[config.mk]
export PLATFORM = sky130hd
export DESIGN_NAME = hs_bus_amba_axis_sif2w_rs_flat
export DESIGN_NICKNAME = d
export VERILOG_FILES = /design/src/rtl/hs_bus_amba_axis_sif2w_rs_if.sv /design/src/rtl/hs_bus_amba_axis_sif2w_rs.sv /design/src/flat_wrapper.sv
export SDC_FILE = /design/constraint.sdc
export NUM_CORES = 1
export LEC_CHECK = 0
export ABC_AREA = 1
export ABC_CLOCK_PERIOD_IN_PS = 3070
export CELL_PAD_IN_SITES_DETAIL_PLACEMENT = 1
export CELL_PAD_IN_SITES_GLOBAL_PLACEMENT = 1
export CORE_MARGIN = 2
export CORE_UTILIZATION = 34
export DETAILED_ROUTE_END_ITERATION = 10
export GPL_ROUTABILITY_DRIVEN = 1
export PLACE_DENSITY = 0.73
export REMOVE_ABC_BUFFERS = 1
export SLEW_MARGIN = 20
export SYNTH_ARGS = -nofsm -noshare
export SYNTH_HDL_FRONTEND = slang
export SYNTH_SLANG_ARGS = --single-unit
[constraint.sdc]
create_clock -name clk -period 3.07 [get_ports clk]
set_input_delay 0.614 -clock clk [delete_from_list [all_inputs] [get_ports clk]]
set_output_delay 0.614 -clock clk [all_outputs]
set_load 0.01 [all_outputs]
[src/rtl/hs_bus_amba_axis_sif2w_rs_if.sv]
// ---------------------------------------------------------------------------
// hs_bus_amba_axis_if
//
// Purpose
//   AXI4-Stream bundle shared by the hs_bus AMBA adapters. One instance
//   carries one stream between a master and a slave.
//
// Signals
//   tvalid / tready   handshake pair (tready driven by the slave)
//   tdata             payload, TDATA_WIDTH bits
//   tstrb / tkeep     per-byte strobe and keep
//   tlast             packet end marker
//   tid / tdest       stream ID and routing destination
//   tuser             user sideband
//   twakeup           wakeup hint from the master
//
// Modports
//   master            drives everything except tready
//   slave             drives tready, observes everything else
// ---------------------------------------------------------------------------
interface hs_bus_amba_axis_if #(
    parameter int TDATA_WIDTH = 8,
    parameter int TID_WIDTH   = 1,
    parameter int TDEST_WIDTH = 1,
    parameter int TUSER_WIDTH = 1,
    parameter int TSTRB_WIDTH = TDATA_WIDTH / 8,
    parameter int TKEEP_WIDTH = TDATA_WIDTH / 8
);

    logic                   tvalid;
    logic                   tready;
    logic [TDATA_WIDTH-1:0] tdata;
    logic [TSTRB_WIDTH-1:0] tstrb;
    logic [TKEEP_WIDTH-1:0] tkeep;
    logic                   tlast;
    logic [TID_WIDTH-1:0]   tid;
    logic [TDEST_WIDTH-1:0] tdest;
    logic [TUSER_WIDTH-1:0] tuser;
    logic                   twakeup;

    modport master (
        output tvalid,
        input  tready,
        output tdata,
        output tstrb,
        output tkeep,
        output tlast,
        output tid,
        output tdest,
        output tuser,
        output twakeup
    );

    modport slave (
        input  tvalid,
        output tready,
        input  tdata,
        input  tstrb,
        input  tkeep,
        input  tlast,
        input  tid,
        input  tdest,
        input  tuser,
        input  twakeup
    );

endinterface

[src/rtl/hs_bus_amba_axis_sif2w_rs.sv]
// ---------------------------------------------------------------------------
// hs_bus_amba_axis_sif2w_rs
//
// Purpose
//   Terminates an hs_bus_amba_axis_if slave modport and re-drives the stream
//   on discrete m_axis_* wires through a full register slice (main register
//   plus one skid register). Every output, including the upstream tready,
//   comes straight from a flop, so timing is cut in both directions while
//   still sustaining one beat per cycle. Beat/packet counters and an
//   in-packet flag are provided for status registers.
//
// Ports
//   clk, rst          single clock, asynchronous active-high reset
//   s_axis_if         upstream stream (slave side)
//   m_axis_*          downstream stream; m_axis_tready is the only input
//   m_axis_twakeup    registered wakeup (upstream wakeup or data held here)
//   beat_cnt          downstream handshakes since reset, wraps
//   pkt_cnt           downstream handshakes carrying tlast, wraps
//   in_pkt            a packet has started downstream but not yet ended
// ---------------------------------------------------------------------------
module hs_bus_amba_axis_sif2w_rs #(
    parameter int TDATA_WIDTH = 8,
    parameter int TID_WIDTH   = 1,
    parameter int TDEST_WIDTH = 1,
    parameter int TUSER_WIDTH = 1,
    parameter int TSTRB_WIDTH = TDATA_WIDTH / 8,
    parameter int TKEEP_WIDTH = TDATA_WIDTH / 8,
    parameter int CNT_WIDTH   = 32
) (
    input  logic                   clk,
    input  logic                   rst,
    hs_bus_amba_axis_if.slave      s_axis_if,
    output logic                   m_axis_tvalid,
    input  logic                   m_axis_tready,
    output logic [TDATA_WIDTH-1:0] m_axis_tdata,
    output logic [TSTRB_WIDTH-1:0] m_axis_tstrb,
    output logic [TKEEP_WIDTH-1:0] m_axis_tkeep,
    output logic                   m_axis_tlast,
    output logic [TID_WIDTH-1:0]   m_axis_tid,
    output logic [TDEST_WIDTH-1:0] m_axis_tdest,
    output logic [TUSER_WIDTH-1:0] m_axis_tuser,
    output logic                   m_axis_twakeup,
    output logic [CNT_WIDTH-1:0]   beat_cnt,
    output logic [CNT_WIDTH-1:0]   pkt_cnt,
    output logic                   in_pkt
);

    typedef struct packed {
        logic [TDATA_WIDTH-1:0] tdata;
        logic [TSTRB_WIDTH-1:0] tstrb;
        logic [TKEEP_WIDTH-1:0] tkeep;
        logic                   tlast;
        logic [TID_WIDTH-1:0]   tid;
        logic [TDEST_WIDTH-1:0] tdest;
        logic [TUSER_WIDTH-1:0] tuser;
    } beat_t;

    // State encoding is literally {main_v, skid_v}, so the valid bits are
    // just the two state bits and never need separate flops.
    typedef enum logic [1:0] {
        EMPTY = 2'b00,
        ONE   = 2'b10,
        FULL  = 2'b11
    } state_t;

    state_t               state_q;
    beat_t                main_q;
    beat_t                skid_q;
    beat_t                s_beat;
    logic                 tready_q;
    logic                 twakeup_q;
    logic                 main_v;
    logic                 skid_v;
    logic                 acc_in;
    logic                 acc_out;
    logic [CNT_WIDTH-1:0] beat_cnt_q;
    logic [CNT_WIDTH-1:0] beat_cnt_d;
    logic [CNT_WIDTH-1:0] pkt_cnt_q;
    logic [CNT_WIDTH-1:0] pkt_cnt_d;
    logic                 in_pkt_q;
    logic                 in_pkt_d;

    assign main_v = state_q[1];
    assign skid_v = state_q[0];

    assign s_beat = '{
        tdata: s_axis_if.tdata,
        tstrb: s_axis_if.tstrb,
        tkeep: s_axis_if.tkeep,
        tlast: s_axis_if.tlast,
        tid:   s_axis_if.tid,
        tdest: s_axis_if.tdest,
        tuser: s_axis_if.tuser
    };

    // Handshakes use only registered ready/valid, so neither side sees a
    // combinational path through this block.
    assign acc_in  = s_axis_if.tvalid & tready_q;
    assign acc_out = main_v & m_axis_tready;

    // Register-slice FSM. The main register always holds the oldest beat and
    // drives the outputs; the skid register only catches the one beat that
    // arrives in the same cycle the downstream stalls, which is possible
    // because upstream sees our ready one cycle late. tready is the inverse
    // of the next skid-valid, so it drops exactly when the skid fills and
    // returns the cycle the skid drains into main.
    always_ff @(posedge clk or posedge rst) begin
        if (rst) begin
            state_q  <= EMPTY;
            main_q   <= '0;
            skid_q   <= '0;
            tready_q <= 1'b0;
        end else begin
            tready_q <= 1'b1;
            unique case (state_q)
                EMPTY: begin
                    if (acc_in) begin
                        main_q  <= s_beat;
                        state_q <= ONE;
                    end
                end
                ONE: begin
                    if (acc_in && acc_out) begin
                        main_q <= s_beat;
                    end else if (acc_in) begin
                        skid_q   <= s_beat;
                        state_q  <= FULL;
                        tready_q <= 1'b0;
                    end else if (acc_out) begin
                        state_q <= EMPTY;
                    end
                end
                FULL: begin
                    if (acc_out) begin
                        main_q  <= skid_q;
                        state_q <= ONE;
                    end else begin
                        tready_q <= 1'b0;
                    end
                end
                default: begin
                    state_q <= EMPTY;
                end
            endcase
        end
    end

    // Status next-state: counters advance on each downstream handshake and
    // wrap naturally at the counter width; in_pkt follows the tlast of the
    // beat just sent.
    always_comb begin
        beat_cnt_d = beat_cnt_q;
        pkt_cnt_d  = pkt_cnt_q;
        in_pkt_d   = in_pkt_q;
        if (acc_out) begin
            beat_cnt_d = beat_cnt_q + CNT_WIDTH'(1);
            in_pkt_d   = ~main_q.tlast;
            if (main_q.tlast) begin
                pkt_cnt_d = pkt_cnt_q + CNT_WIDTH'(1);
            end
        end
    end

    // Status and wakeup registers. Wakeup stays asserted while either
    // storage register holds data so downstream is not allowed to sleep
    // with a beat still parked here.
    always_ff @(posedge clk or posedge rst) begin
        if (rst) begin
            beat_cnt_q <= '0;
            pkt_cnt_q  <= '0;
            in_pkt_q   <= 1'b0;
            twakeup_q  <= 1'b0;
        end else begin
            beat_cnt_q <= beat_cnt_d;
            pkt_cnt_q  <= pkt_cnt_d;
            in_pkt_q   <= in_pkt_d;
            twakeup_q  <= s_axis_if.twakeup | main_v | skid_v;
        end
    end

    assign s_axis_if.tready = tready_q;

    assign m_axis_tvalid  = main_v;
    assign m_axis_tdata   = main_q.tdata;
    assign m_axis_tstrb   = main_q.tstrb;
    assign m_axis_tkeep   = main_q.tkeep;
    assign m_axis_tlast   = main_q.tlast;
    assign m_axis_tid     = main_q.tid;
    assign m_axis_tdest   = main_q.tdest;
    assign m_axis_tuser   = main_q.tuser;
    assign m_axis_twakeup = twakeup_q;

    assign beat_cnt = beat_cnt_q;
    assign pkt_cnt  = pkt_cnt_q;
    assign in_pkt   = in_pkt_q;

endmodule

[src/flat_wrapper.sv]
// flat-port wrapper written by rule: the top's interface ports become plain ports
module hs_bus_amba_axis_sif2w_rs_flat 
#(
    parameter int TDATA_WIDTH = 8,
    parameter int TID_WIDTH   = 1,
    parameter int TDEST_WIDTH = 1,
    parameter int TUSER_WIDTH = 1,
    parameter int TSTRB_WIDTH = TDATA_WIDTH / 8,
    parameter int TKEEP_WIDTH = TDATA_WIDTH / 8,
    parameter int CNT_WIDTH   = 32
)
  (clk, rst, m_axis_tvalid, m_axis_tready, m_axis_tdata, m_axis_tstrb, m_axis_tkeep, m_axis_tlast, m_axis_tid, m_axis_tdest, m_axis_tuser, m_axis_twakeup, beat_cnt, pkt_cnt, in_pkt, s_axis_if_tvalid, s_axis_if_tready, s_axis_if_tdata, s_axis_if_tstrb, s_axis_if_tkeep, s_axis_if_tlast, s_axis_if_tid, s_axis_if_tdest, s_axis_if_tuser, s_axis_if_twakeup);
  hs_bus_amba_axis_if #(.TDATA_WIDTH(TDATA_WIDTH), .TID_WIDTH(TID_WIDTH), .TDEST_WIDTH(TDEST_WIDTH), .TUSER_WIDTH(TUSER_WIDTH), .TSTRB_WIDTH(TSTRB_WIDTH), .TKEEP_WIDTH(TKEEP_WIDTH)) s_axis_if_i ();
  input  logic clk;
  input  logic rst;
  output logic m_axis_tvalid;
  input  logic m_axis_tready;
  output logic [TDATA_WIDTH-1:0] m_axis_tdata;
  output logic [TSTRB_WIDTH-1:0] m_axis_tstrb;
  output logic [TKEEP_WIDTH-1:0] m_axis_tkeep;
  output logic m_axis_tlast;
  output logic [TID_WIDTH-1:0] m_axis_tid;
  output logic [TDEST_WIDTH-1:0] m_axis_tdest;
  output logic [TUSER_WIDTH-1:0] m_axis_tuser;
  output logic m_axis_twakeup;
  output logic [CNT_WIDTH-1:0] beat_cnt;
  output logic [CNT_WIDTH-1:0] pkt_cnt;
  output logic in_pkt;
  input wire logic [$bits(s_axis_if_i.tvalid)-1:0] s_axis_if_tvalid;
  output wire logic [$bits(s_axis_if_i.tready)-1:0] s_axis_if_tready;
  input wire logic [$bits(s_axis_if_i.tdata)-1:0] s_axis_if_tdata;
  input wire logic [$bits(s_axis_if_i.tstrb)-1:0] s_axis_if_tstrb;
  input wire logic [$bits(s_axis_if_i.tkeep)-1:0] s_axis_if_tkeep;
  input wire logic [$bits(s_axis_if_i.tlast)-1:0] s_axis_if_tlast;
  input wire logic [$bits(s_axis_if_i.tid)-1:0] s_axis_if_tid;
  input wire logic [$bits(s_axis_if_i.tdest)-1:0] s_axis_if_tdest;
  input wire logic [$bits(s_axis_if_i.tuser)-1:0] s_axis_if_tuser;
  input wire logic [$bits(s_axis_if_i.twakeup)-1:0] s_axis_if_twakeup;
  assign s_axis_if_i.tvalid = s_axis_if_tvalid;
  assign s_axis_if_tready = s_axis_if_i.tready;
  assign s_axis_if_i.tdata = s_axis_if_tdata;
  assign s_axis_if_i.tstrb = s_axis_if_tstrb;
  assign s_axis_if_i.tkeep = s_axis_if_tkeep;
  assign s_axis_if_i.tlast = s_axis_if_tlast;
  assign s_axis_if_i.tid = s_axis_if_tid;
  assign s_axis_if_i.tdest = s_axis_if_tdest;
  assign s_axis_if_i.tuser = s_axis_if_tuser;
  assign s_axis_if_i.twakeup = s_axis_if_twakeup;
  hs_bus_amba_axis_sif2w_rs #(.TDATA_WIDTH(TDATA_WIDTH), .TID_WIDTH(TID_WIDTH), .TDEST_WIDTH(TDEST_WIDTH), .TUSER_WIDTH(TUSER_WIDTH), .TSTRB_WIDTH(TSTRB_WIDTH), .TKEEP_WIDTH(TKEEP_WIDTH), .CNT_WIDTH(CNT_WIDTH)) u_core (.clk(clk), .rst(rst), .s_axis_if(s_axis_if_i), .m_axis_tvalid(m_axis_tvalid), .m_axis_tready(m_axis_tready), .m_axis_tdata(m_axis_tdata), .m_axis_tstrb(m_axis_tstrb), .m_axis_tkeep(m_axis_tkeep), .m_axis_tlast(m_axis_tlast), .m_axis_tid(m_axis_tid), .m_axis_tdest(m_axis_tdest), .m_axis_tuser(m_axis_tuser), .m_axis_twakeup(m_axis_twakeup), .beat_cnt(beat_cnt), .pkt_cnt(pkt_cnt), .in_pkt(in_pkt));
endmodule
After elaboration in Yosys (flattened, before gate mapping). Index checks and enable logic that the tools add are counted.

Bits in registers: 97. Input port bits: 19. Word-level logic and storage cells: 56.

$add $sub $neg: 2. Eq/ne operators: 7. Multiplexer cells: 14. Bitwise logic cells: 6. Reductions and logical operators: 7.

Operators by type and width (number): adder 32 x 1 -> 32 bit (second input constant) (2); 2-to-1 mux 14 bit (3); one-hot mux 14 bit (3 select lines) (1); 2-to-1 mux 2 bit (5); AND reduction 4 bit (2); inequality test 2 x 1 -> 1 bit (second input constant) (3); one-hot mux 2 bit (3 select lines) (1); == test 2 bit (second input constant) (2); 2-to-1 mux 1 bit (3); inequality test 3 x 1 -> 1 bit (second input constant) (1); AND reduction 3 bit (1); nonzero test 3 bit (1); AND 1 bit (2); logical NOT 2 bit (1); inequality test 2 bit (second input constant) (1); NOT 1 bit (2); bitwise OR 1 bit (2); one-hot mux 1 bit (2 select lines) (1); AND reduction 2 bit (1); logical AND 1 bit (1).

Logic depth before layout (Yosys ltp). Gate-level depths: netlist of run 1.

Depth in word-level cells: 5. Depth in mapped cells: 9. Depth with buffers taken out: 9.

Least setup slack after synthesis of run 1. No wires, ideal clock.

Path kind: reg2reg. Start point: register u_core.state_q[1]. End point: register u_core.main_q (netlist bit u_core.m_axis_tdata[0]). Arrival: 1.415 ns. Data required time: 3.005 ns. Slack: 1.590 ns. Cell stages (with the launch flop): 9. Buffers on the path: 1. Path through: dfrtp_1 -> inv_1 -> ha_1 -> nand2_1 -> nand2_1 -> nor2_4 -> buf_2 -> nand2_1 -> nand2_1.

Longest elaborated chain between the ends: 4. Elaborated cells between the ends (all ways): 11. Those cells by class: eq/ne (5); mux (1); bitwise (1); reduce/logical (4).

Ends and longest elaborated chain: start: declaration (RTL line hs_bus_amba_axis_sif2w_rs.sv:66) `state_t state_q;`; start signal: assignment (RTL line hs_bus_amba_axis_sif2w_rs.sv:109) `state_q <= EMPTY;`; start signal: assignment (RTL line hs_bus_amba_axis_sif2w_rs.sv:119) `state_q <= ONE;`; start signal: assignment (RTL line hs_bus_amba_axis_sif2w_rs.sv:127) `state_q <= FULL;`; AND 1 bit (RTL line hs_bus_amba_axis_sif2w_rs.sv:99) `assign acc_out = main_v & m_axis_tready;`; logical AND 1 bit (RTL line hs_bus_amba_axis_sif2w_rs.sv:123) `if (acc_in && acc_out) begin`; inequality test 2 x 1 -> 1 bit (no source line); AND reduction 4 bit (no source line); end signal: assignment (RTL line hs_bus_amba_axis_sif2w_rs.sv:118) `main_q <= s_beat;`; end signal: assignment (RTL line hs_bus_amba_axis_sif2w_rs.sv:124) `main_q <= s_beat;`; end signal: assignment (RTL line hs_bus_amba_axis_sif2w_rs.sv:135) `main_q <= skid_q;`; end: declaration (RTL line hs_bus_amba_axis_sif2w_rs.sv:67) `beat_t main_q;`.

Parallel ways exist; a longest one is shown, timed or not. A chain may end at the register's enable or synchronous reset.

Worst setup path in the final report of run 1.
Start point: input port m_axis_tready. End point: register u_core.pkt_cnt_q[26], in the netlist u_core.pkt_cnt[26].

Longest elaborated chain between the ends: 2.

Ends and longest elaborated chain: start: declaration (RTL line flat_wrapper.sv:17) `input logic m_axis_tready;`; AND 1 bit (RTL line hs_bus_amba_axis_sif2w_rs.sv:99); AND reduction 2 bit (no source line); end signal: assignment (RTL line hs_bus_amba_axis_sif2w_rs.sv:175) `pkt_cnt_q <= pkt_cnt_d;`; end: declaration (RTL line hs_bus_amba_axis_sif2w_rs.sv:78) `logic [CNT_WIDTH-1:0] pkt_cnt_q;`.

Every way passes these cells.

==> results of run 1 <==
## registers in the layout, summed over array words and instances (netlist names)
signal	count
u_core.m_axis_tdata	8
u_core.skid_q	14
u_core.pkt_cnt	32
u_core.m_axis_tstrb	1
u_core.m_axis_tlast	1
u_core.beat_cnt	32
u_core.m_axis_twakeup	1
u_core.state_q	2
u_core.m_axis_tdest	1
u_core.in_pkt	1
u_core.m_axis_tuser	1
u_core.m_axis_tid	1
u_core.s_axis_if.tready	1
u_core.m_axis_tkeep	1
## worst max path at each step
stage	start	to	slack, ns
6_report	m_axis_tready	u_core.pkt_cnt[26]	0.91
5_1_grt	u_core.state_q[1]	u_core.state_q[0]	0.74
4_1_cts	m_axis_tready	u_core.pkt_cnt[26]	0.88
3_5_place_dp	m_axis_tready	u_core.pkt_cnt[26]	0.53
3_3_place_gp	m_axis_tready	u_core.pkt_cnt[26]	0.63
2_1_floorplan	rst	u_core.beat_cnt[0]	-0.08
## worst min-delay path: cells and delay by family, from the launching register on
| family | cells | cell delay, ns |
|---|---|---|
| compound gates | 1 | 0.06 |
| flops | 1 | 0.34 |
| simple gates | 1 | 0.05 |
## kinds of logic (layout without fill, tap and decap cells)
| logic type | count (synthesis) | in the layout | share of synthesized area (%) |
|---|---|---|---|
| xor gates and xnor gates | 30 | 30 | 5.136 |
| buffers and inverters | 83 | 192 | 6.481 |
| adders and majority gates | 6 | 6 | 1.467 |
| AOI/OAI and AO/OA | 52 | 52 | 5.185 |
| and+or+nand+nor | 392 | 392 | 34.07 |
| DFF | 97 | 97 | 47.44 |
| muxes | 1 | 1 | 0.2201 |
## cell type report
type / instances / share of cell area [%]
flip-flops and latches: 97 / 36.67
multi-input cells: 481 / 35.61
repair buffers: 103 / 15.65
inverters: 73 / 4.178
clock buffers: 12 / 3.875
well taps: 184 / 3.478
clock inverters: 4 / 0.5293
## metrics by stage
stage	cells	hold slack [ns]	setup TNS, ns	worst slack (ns)
finish	954	0.4844	0	0.9138
global route	954	0.5228	0	0.7372
CTS	954	0.4922	0	0.8761
detailed placement	938	0.4747	0	0.5308
global placement	938	0.4671	0	0.6281
floorplan	651	0.4529	-7.539	-0.07772
## per-layer routing
| layer | routed length, um | global-route usage (%) |
|---|---|---|
| met2 | 7311 | 33.96 |
| met3 | 407 | 2.193 |
| met4 | 290 | 7.498 |
| met5 | 0 | 0 |
| met1 | 6725 | 24.98 |
## layout by cell type (no fill, tap or decap), drive strengths merged
| master | count |
|---|---|
| nand2 | 243 |
| nor3 | 6 |
| nand3b | 21 |
| nand4 | 10 |
| clkdlybuf4s50 | 100 |
| clkbuf | 12 |
| a31oi | 1 |
| mux2 | 1 |
| xnor2 | 12 |
| clkinv | 2 |
| o21ai | 49 |
| nor2 | 87 |
| a21oi | 2 |
| xor2 | 18 |
| buf | 3 |
| ha | 6 |
| inv | 75 |
| dfrtp | 97 |
| nand3 | 25 |
## power by group through the flow
| stage | logic, mW | registers, mW | clock network, mW |
|---|---|---|---|
| 5_1_grt | 1.41 | 1.80 | 1.21 |
| 3_3_place_gp | 1.22 | 1.77 | 0 |
| 3_5_place_dp | 1.27 | 1.78 | 0 |
| 2_1_floorplan | 0.601 | 1.81 | 0 |
| 6_report | 1.26 | 1.76 | 1.13 |
| 4_1_cts | 1.29 | 1.76 | 1.16 |
==> metrics.yaml, run 1 <==
outcome: "finished clean"
dr.pass1.iters: 4
setup_violations: 0
io_pins: 101
yosys_warnings: 0
syn_area_um2: 5116
via_count: 4692
p_total_mw: 4.162
wl_per_cell_um: 15.44
cp.depth: 8
hold_buffers: 0
first_iter_violations: 199
yosysTopAreaCell: "dfrtp_1"
postCtsSetupRepairBufs: 0
finalMaxSlewViolations: 0
die_y_um: 126.7
crit_required_ns: 3.31
antenna_cells: 0
cp_cell_sequence: "clkdlybuf4s50_1 > nand2_4 > nor2_4 > nand2_1 > nor2_1 > nand2_1 > o21ai_1 > nand2_1"
seqPwrFrac_pct: 42.4
place.gp.congestion: 0.8656
cp_top_family: "simple AND/OR/NAND/NOR gates"
numCtsBuffers: 9
nets: 790
seqCellArea_um2: 2427
cp_slowest_cell: "clkdlybuf4s50_1"
slew_headroom_pct: 57.48
synth_ff_type: "dfrtp_1"
fin_area_um2: 6619
synth_most_common_cell: "nand2_1"
min_to: "u_core.skid_q[1]"
worstRegToRegCells: 7
crit_fanout: 15
setup.worst_path.end_class: "register"
r2r_end: "u_core.state_q[0]"
seq_area_frac_synth_pct: 47.44
core_region_area_um2: 14640
hp-start: "u_core.skid_q[1]"
vias_per_cell: 4.918
p_sw_share_pct: 35.17
cts.root.buffer_cell: "clkbuf_16"
cp.arrival_ns: 2.40
rsz0062_at_grt: "false"
min_period_over_period_pct: 70.23
cts.sinks: 97
portBuffers: 100
fmax_mhz: 463.8
hold_viol: 0
syn_inst: 661
p_leak_nw: 2.998
p_sw_mw: 1.464
placed_area_um2: 6327
crit_path_max_incr_delay_ns: 0.50
dieArea_um2: 16050
placementRows: 44
drive_gt1_share_pct: 6.623
worstReg2RegStart: "u_core.state_q[1]"
drt-total-wl_um: 14730
fin_crit_ns: 2.156
p_per_area_nw_per_um2: 628.8
grt_overflow_total: 0
htreeDepth: 3
dpl.hpwl_um: 10820
synth-edff-count: 0
worst_skew_pair.late_latency_ns: 0.36
cts-resized-gates: 0
cp-start-kind: "primary input"
multi_input_area_um2: 2357
pwr-share-clk_pct: 27.3
synth_cell_types: 27
grt_pass1_wl_um: 24980
ant_nets: 0
synth.area.top_cells: "dfrtp_1, nand2_1, inv_1, nor2_1, o21ai_0"
avgSynthCellArea_um2: 7.740
combPwrFrac_pct: 30.4
grt_pass1_vias: 5091
crit_type: "primary input to register"
grt_max_degree: 38
tightest_slew_ns: 0.6377
fp.dieW_um: 126.7
rrSetupSlack_ns: 0.91
drc_errors: 0
clock_skew_ns: 0.007807
synthTopCellsByCount: "nand2_1, dfrtp_1, inv_1, nor2_1, o21ai_0"
synthArstFlopShare_pct: 100.0
grt_usage_pct: 19.49
num-fill-cells: 1749
p_int_mw: 2.698
start_util_pct: 34.94
synth_top_area_share_pct: 47.44
cap_violations: 0
final_util_pct: 45.20
area_growth_pct: 29.37
cts_tree: "yes"
hold_path_class: "register to register"
antenna_found_initial: 0
vdd_drop_max_uv: 325.3
path_clk_slew_ns: 0.07
path_common_cell: "nand2_1"
cp.buffers_inverters: 1
synth-seq-cells: 97
hold_path_depth: 2
clockBufferDepth: 2
(Power assumes the default switching activity.)
==> inputs of run 2 (changes only) <==
- ABC_CLOCK_PERIOD_IN_PS: 3070 -> 2250
- CORE_UTILIZATION: 34 -> 38
- PLACE_DENSITY: 0.73 -> 0.78
- clock period: 3.07 -> 2.25 ns (I/O delays scaled with it)
==> run 2 against run 1 <==
Effect of this change:
- core utilization grew 5.4 points
- non-clock buffer count grew 3
- clock skew is essentially flat
- critical path type is now register to output pin
- final cell count shrank 0.52%
- die area shrank 10%
- sequential share of layout area shrank 0.27 points
- count of clock-buffer cells in the layout grew 1
- design area grew 0.74%
- hold slack lost 0.0040 ns
- combinational power grew 40%
- global-route usage grew 2.5 points
==> metrics.yaml, run 2 (synthesized netlist as in run 1, its figures left out) <==
fin_crit_ns: 1.860
postCtsSetupRepairBufs: 0  # unchanged
cp_cell_sequence: "clkdlybuf4s50_1"
finalMaxSlewViolations: 0  # unchanged
holdWs_ns: 0.4804  # -0.004002 ns
numCtsBuffers: 9  # unchanged
via_count: 4686  # -0.13%
cap_violations: 0  # unchanged
antenna_cells: 0  # unchanged
ant_nets: 0  # unchanged
vdd_drop_max_uv: 502.6  # +54%
crit_fanout: 5  # -10
place_ws_ns: 0.1530  # -0.3778 ns
p_total_mw: 5.713  # +37%
cts_tree: "yes"
crit_type: "register to output pin"
htreeDepth: 3  # unchanged
p_leak_nw: 3.026  # +0.93%
drive_gt1_share_pct: 6.727  # +0.10 points
drc_errors: 0  # unchanged
dr.pass1.iters: 4  # unchanged
cp_top_family: "buffers and inverters"
cts.sinks: 97  # unchanged
outcome: "finished clean"
final_common_cell: "nand2_1"
vias_per_cell: 4.938  # +0.40%
io_pins: 101  # unchanged
p_per_area_nw_per_um2: 856.8  # +36%
grt_overflow_total: 0  # unchanged
dpl.hpwl_um: 11120  # +2.7%
core_region_area_um2: 13190  # -9.9%
clockBufferDepth: 2  # unchanged
drt-total-wl_um: 14710  # -0.16%
portBuffers: 100  # unchanged
hold_viol: 0  # unchanged
place.gp.congestion: 0.8486  # -2.0%
tightest_slew_ns: 0.5578  # -0.07989 ns
cp-start-kind: "register"
cp_slowest_cell: "clkdlybuf4s50_1"
cp-startpoint: "u_core.pkt_cnt[17]"
path_clk_slew_ns: 0.07  # about the same
wl_per_cell_um: 15.50  # +0.36%
grt_pass1_wl_um: 25100  # +0.44%
cts-resized-gates: 0  # unchanged
first_iter_violations: 191  # -4.0%
rsz0062_at_grt: "false"
worstRegToRegCells: 7  # unchanged
grt_usage_pct: 22.02  # +2.5 points
area_growth_pct: 30.33
grt_pass1_vias: 5157  # +1.3%
setup_slack_ns: 0.3897  # -0.5241 ns
hold_buffers: 0  # unchanged
die_y_um: 120.0  # -5.2%
hold_path_class: "primary input to async pin"
clock_skew_ns: 0.008272  # +0.0004653 ns
cp.buffers_inverters: 1  # unchanged
setup.worst_path.end_class: "output pin"
final_cell_mix: "nand2_1, clkdlybuf4s50_1, dfrtp_1"
fmax_mhz: 537.5
num-fill-cells: 1606  # -8.2%
nets: 793  # +0.38%
slew_headroom_pct: 62.81  # +5.3 points
crit_required_ns: 1.80  # -1.51 ns
cp.depth: 1  # -7
start_util_pct: 38.79  # +3.9 points
fp.dieW_um: 120.0  # -5.2%
min_period_over_period_pct: 82.68
grt_max_degree: 37  # -2.6%
final_util_pct: 50.55  # +5.4 points
worstReg2RegStart: "u_core.state_q[0]"
dieArea_um2: 14410  # -10%
setup_violations: 0  # unchanged
worst_skew_pair.late_latency_ns: 0.35  # about the same
cts.root.buffer_cell: "clkbuf_16"
cp.arrival_ns: 1.41  # -0.99 ns
placementRows: 42  # -4.5%
antenna_found_initial: 0  # unchanged
crit_path_max_incr_delay_ns: 0.58  # +0.08 ns
fin_setup_tns_ns: 0  # unchanged
## run 2: cell count changes in the layout (fill, tap and decap cells not counted), sizes merged
cell / previous run / this run
bufinv: 0 / 1
inv: 75 / 73
buf: 3 / 6
clkbuf: 12 / 13
## run 2: routing by layer
layer	GRT usage (%)	routed length, um	part of all wire (%)
met4	8.603	286	1.9
met3	3.184	443	3.0
met2	39.35	7519	51
met5	0	0	0
met1	26.62	6462	44
## run 2: layout make-up
class,count,area (um2),area share [%]
flip-flops and latches,97,2427,36.40
inverters,73,276.5,4.147
well taps,176,220.2,3.303
clock buffers,13,250.2,3.753
multi-input cells,481,2357,35.35
repair buffers,106,1096,16.44
clock inverters,3,40.04,0.6005
## run 2: through the flow
step	area [um2]	cells
2_1_floorplan	5059	651
3_3_place_gp	6377	933
3_5_place_dp	6377	933
4_1_cts	6668	949
5_1_grt	6668	949
6_report	6668	949
## run 2: report_power, final
part	total, mW	leakage, nW	switching [mW]	internal [mW]
clock network	1.55	0.144	0.657	0.890
logic	1.77	1.62	0.979	0.793
registers	2.39	1.26	0.279	2.11
total	5.71	3.03	1.92	3.80
## run 2: worst paths after layout
| check | end | slack (ns) |
|---|---|---|
| setup reg to reg | u_core.m_axis_tlast | 0.46 |
| min in group clk | u_core.skid_q[2] | 0.50 |
| setup / recovery | pkt_cnt[17] | 0.39 |
| max in group asynchronous | u_core.pkt_cnt[6] | 1.19 |
| hold reg to reg | u_core.skid_q[2] | 0.50 |
| hold / removal | u_core.beat_cnt[16] | 0.48 |
==> inputs of run 3 (changes only) <==
- ABC_CLOCK_PERIOD_IN_PS: 2250 -> 1850
- clock period: 2.25 -> 1.85 ns (I/O delays scaled with it)
==> run 3 against run 2 <==
Effect of this change:
- setup slack got worse by 0.34 ns
- via count grew 1.2%
- register-to-register slack worse by 0.30 ns
- count of clock-buffer cells in the layout decreased by 2
- clock skew fell by 0.00051 ns
- combinational power increased by 31%
- clock power is 28% higher
- die area is the same
==> metrics.yaml, run 3 (synthesized netlist as in run 1, its figures left out) <==
outcome: "finished clean"
io_pins: 101  # unchanged
placementRows: 42  # unchanged
cp_slowest_cell: "clkdlybuf4s50_1"
cp-startpoint: "u_core.beat_cnt[23]"
min_period_over_period_pct: 97.53
fin_cells: 967  # +1.9%
r2r_end: "u_core.m_axis_tid"
final_util_pct: 51.86  # +1.3 points
path_clk_slew_ns: 0.07  # about the same
cp.arrival_ns: 1.43  # +0.02 ns
drive_gt1_share_pct: 9.229  # +2.5 points
grt_max_degree: 40  # +8.1%
cp-start-kind: "register"
die_y_um: 120.0  # unchanged
cp_cell_sequence: "clkdlybuf4s50_1"
crit_required_ns: 1.48  # -0.32 ns
start_util_pct: 38.79  # unchanged
finalMaxSlewViolations: 0  # unchanged
cts_tree: "yes"
critical_path.endpoint: "beat_cnt[23]"
nets: 811  # +2.3%
p_per_area_nw_per_um2: 1055  # +23%
drt-total-wl_um: 14880  # +1.2%
p_leak_nw: 3.121  # +3.1%
worstReg2RegStart: "u_core.state_q[1]"
vias_per_cell: 4.904  # -0.69%
setup_violations: 0  # unchanged
first_iter_violations: 208  # +8.9%
wl_per_cell_um: 15.39  # -0.72%
wl_met2_um: 7525  # about the same
cap_violations: 0  # unchanged
rsz0062_at_grt: "false"
cp.buffers_inverters: 1  # unchanged
grt_overflow_total: 0  # unchanged
worst_skew_pair.late_latency_ns: 0.35  # about the same
antenna_cells: 0  # unchanged
drc_errors: 0  # unchanged
numCtsBuffers: 9  # unchanged
dr.pass1.iters: 6  # +2
top_layer_used: "met4"
setup.worst_path.end_class: "output pin"
worstRegToRegCells: 7  # unchanged
grt_pass1_vias: 5166  # +0.17%
area_growth_pct: 33.70
holdWs_ns: 0.3522  # -0.1282 ns
place.gp.congestion: 0.8578  # +1.1%
cts-resized-gates: 0  # unchanged
cp_top_family: "buffers and inverters"
wl_met3_um: 402  # -9.3%
dieArea_um2: 14410  # unchanged
htreeDepth: 3  # unchanged
clockBufferDepth: 2  # unchanged
postCtsSetupRepairBufs: 0  # unchanged
hold_viol: 0  # unchanged
place_inst: 951  # +1.9%
vdd_drop_max_uv: 532.4  # +5.9%
rrSetupSlack_ns: 0.16  # -0.30 ns
cts.sinks: 97  # unchanged
crit_path_max_incr_delay_ns: 0.59  # about the same
m1WireLength_um: 6624  # +2.5%
final_common_cell: "nand2_1"
hold_buffers: 0  # unchanged
fin_crit_ns: 1.804
crit_type: "register to output pin"
portBuffers: 100  # unchanged
core_region_area_um2: 13190  # unchanged
grt_pass1_wl_um: 25310  # +0.85%
final_cell_mix: "nand2_1, clkdlybuf4s50_1, dfrtp_1"
antenna_found_initial: 0  # unchanged
hold_path_class: "primary input to async pin"
cp.depth: 1  # unchanged
fmax_mhz: 554.2
fp.dieW_um: 120.0  # unchanged
slew_headroom_pct: 71.57  # +8.8 points
tightest_slew_ns: 0.4250  # -0.1328 ns
via_count: 4742  # +1.2%
dpl.hpwl_um: 11310  # +1.7%
crit_fanout: 6  # +1
ant_nets: 0  # unchanged
cts.root.buffer_cell: "clkbuf_16"
clock_skew_ns: 0.007762  # -0.0005106 ns
grt_usage_pct: 21.95  # -0.067 points
==> run 3: cell count changes in the layout (fill, tap and decap cells not counted) <==
cell	change
buf_12	+1
buf_4	+17
clkbuf_1	-3
clkbuf_8	+1
clkinv_2	-2
clkinv_4	+1
clkinvlp_4	+2
inv_6	+1
==> run 3: power breakdown <==
group	internal (mW)	leakage, nW	switching, mW
Combinational	1.08	1.71	1.24
Clock	1.13	0.148	0.856
Sequential	2.57	1.26	0.341
Total	4.78	3.12	2.44
==> run 3: worst min path at each step <==
stage / startpoint / to / slack [ns]
2_1_floorplan: u_core.skid_q[10] / u_core.skid_q[10] / 0.45
3_3_place_gp: u_core.skid_q[1] / u_core.skid_q[1] / 0.47
3_5_place_dp: u_core.skid_q[10] / u_core.skid_q[10] / 0.48
4_1_cts: rst / u_core.beat_cnt[28] / 0.36
5_1_grt: rst / u_core.beat_cnt[28] / 0.37
6_report: rst / u_core.beat_cnt[30] / 0.35
==> run 3: final cells by class <==
cell class              count  area (um2)
flip-flops and latches     97        2427
clock inverters             5       62.56
multi-input cells         481        2357
clock buffers              11       252.7
repair buffers            124        1244
well taps                 176       220.2
fillers                  1636        6350
inverters                  73       276.5
==> run 3: per-layer routing <==
| layer | global-route usage [%] | vias up |
|---|---|---|
| met5 | 0 | - |
| met4 | 9.779 | 0 |
| met3 | 3.422 | 26 |
| met2 | 38.00 | 91 |
| met1 | 26.93 | 2317 |
| li1 | - | 2308 |
==> run 3: stage by stage <==
| step | setup slack [ns] | power [mW] | setup TNS, ns | area, um2 |
|---|---|---|---|---|
| after floorplan | -1.054 | 4.005 | -102.21 | 5059 |
| after global placement | -0.03004 | 5.161 | -0.09620 | 6525 |
| after detailed placement | -0.1462 | 5.296 | -1.420 | 6525 |
| after CTS | 0.04082 | 7.304 | 0 | 6840 |
| after global routing | 0.004641 | 7.682 | 0 | 6840 |
| final | 0.04570 | 7.218 | 0 | 6840 |
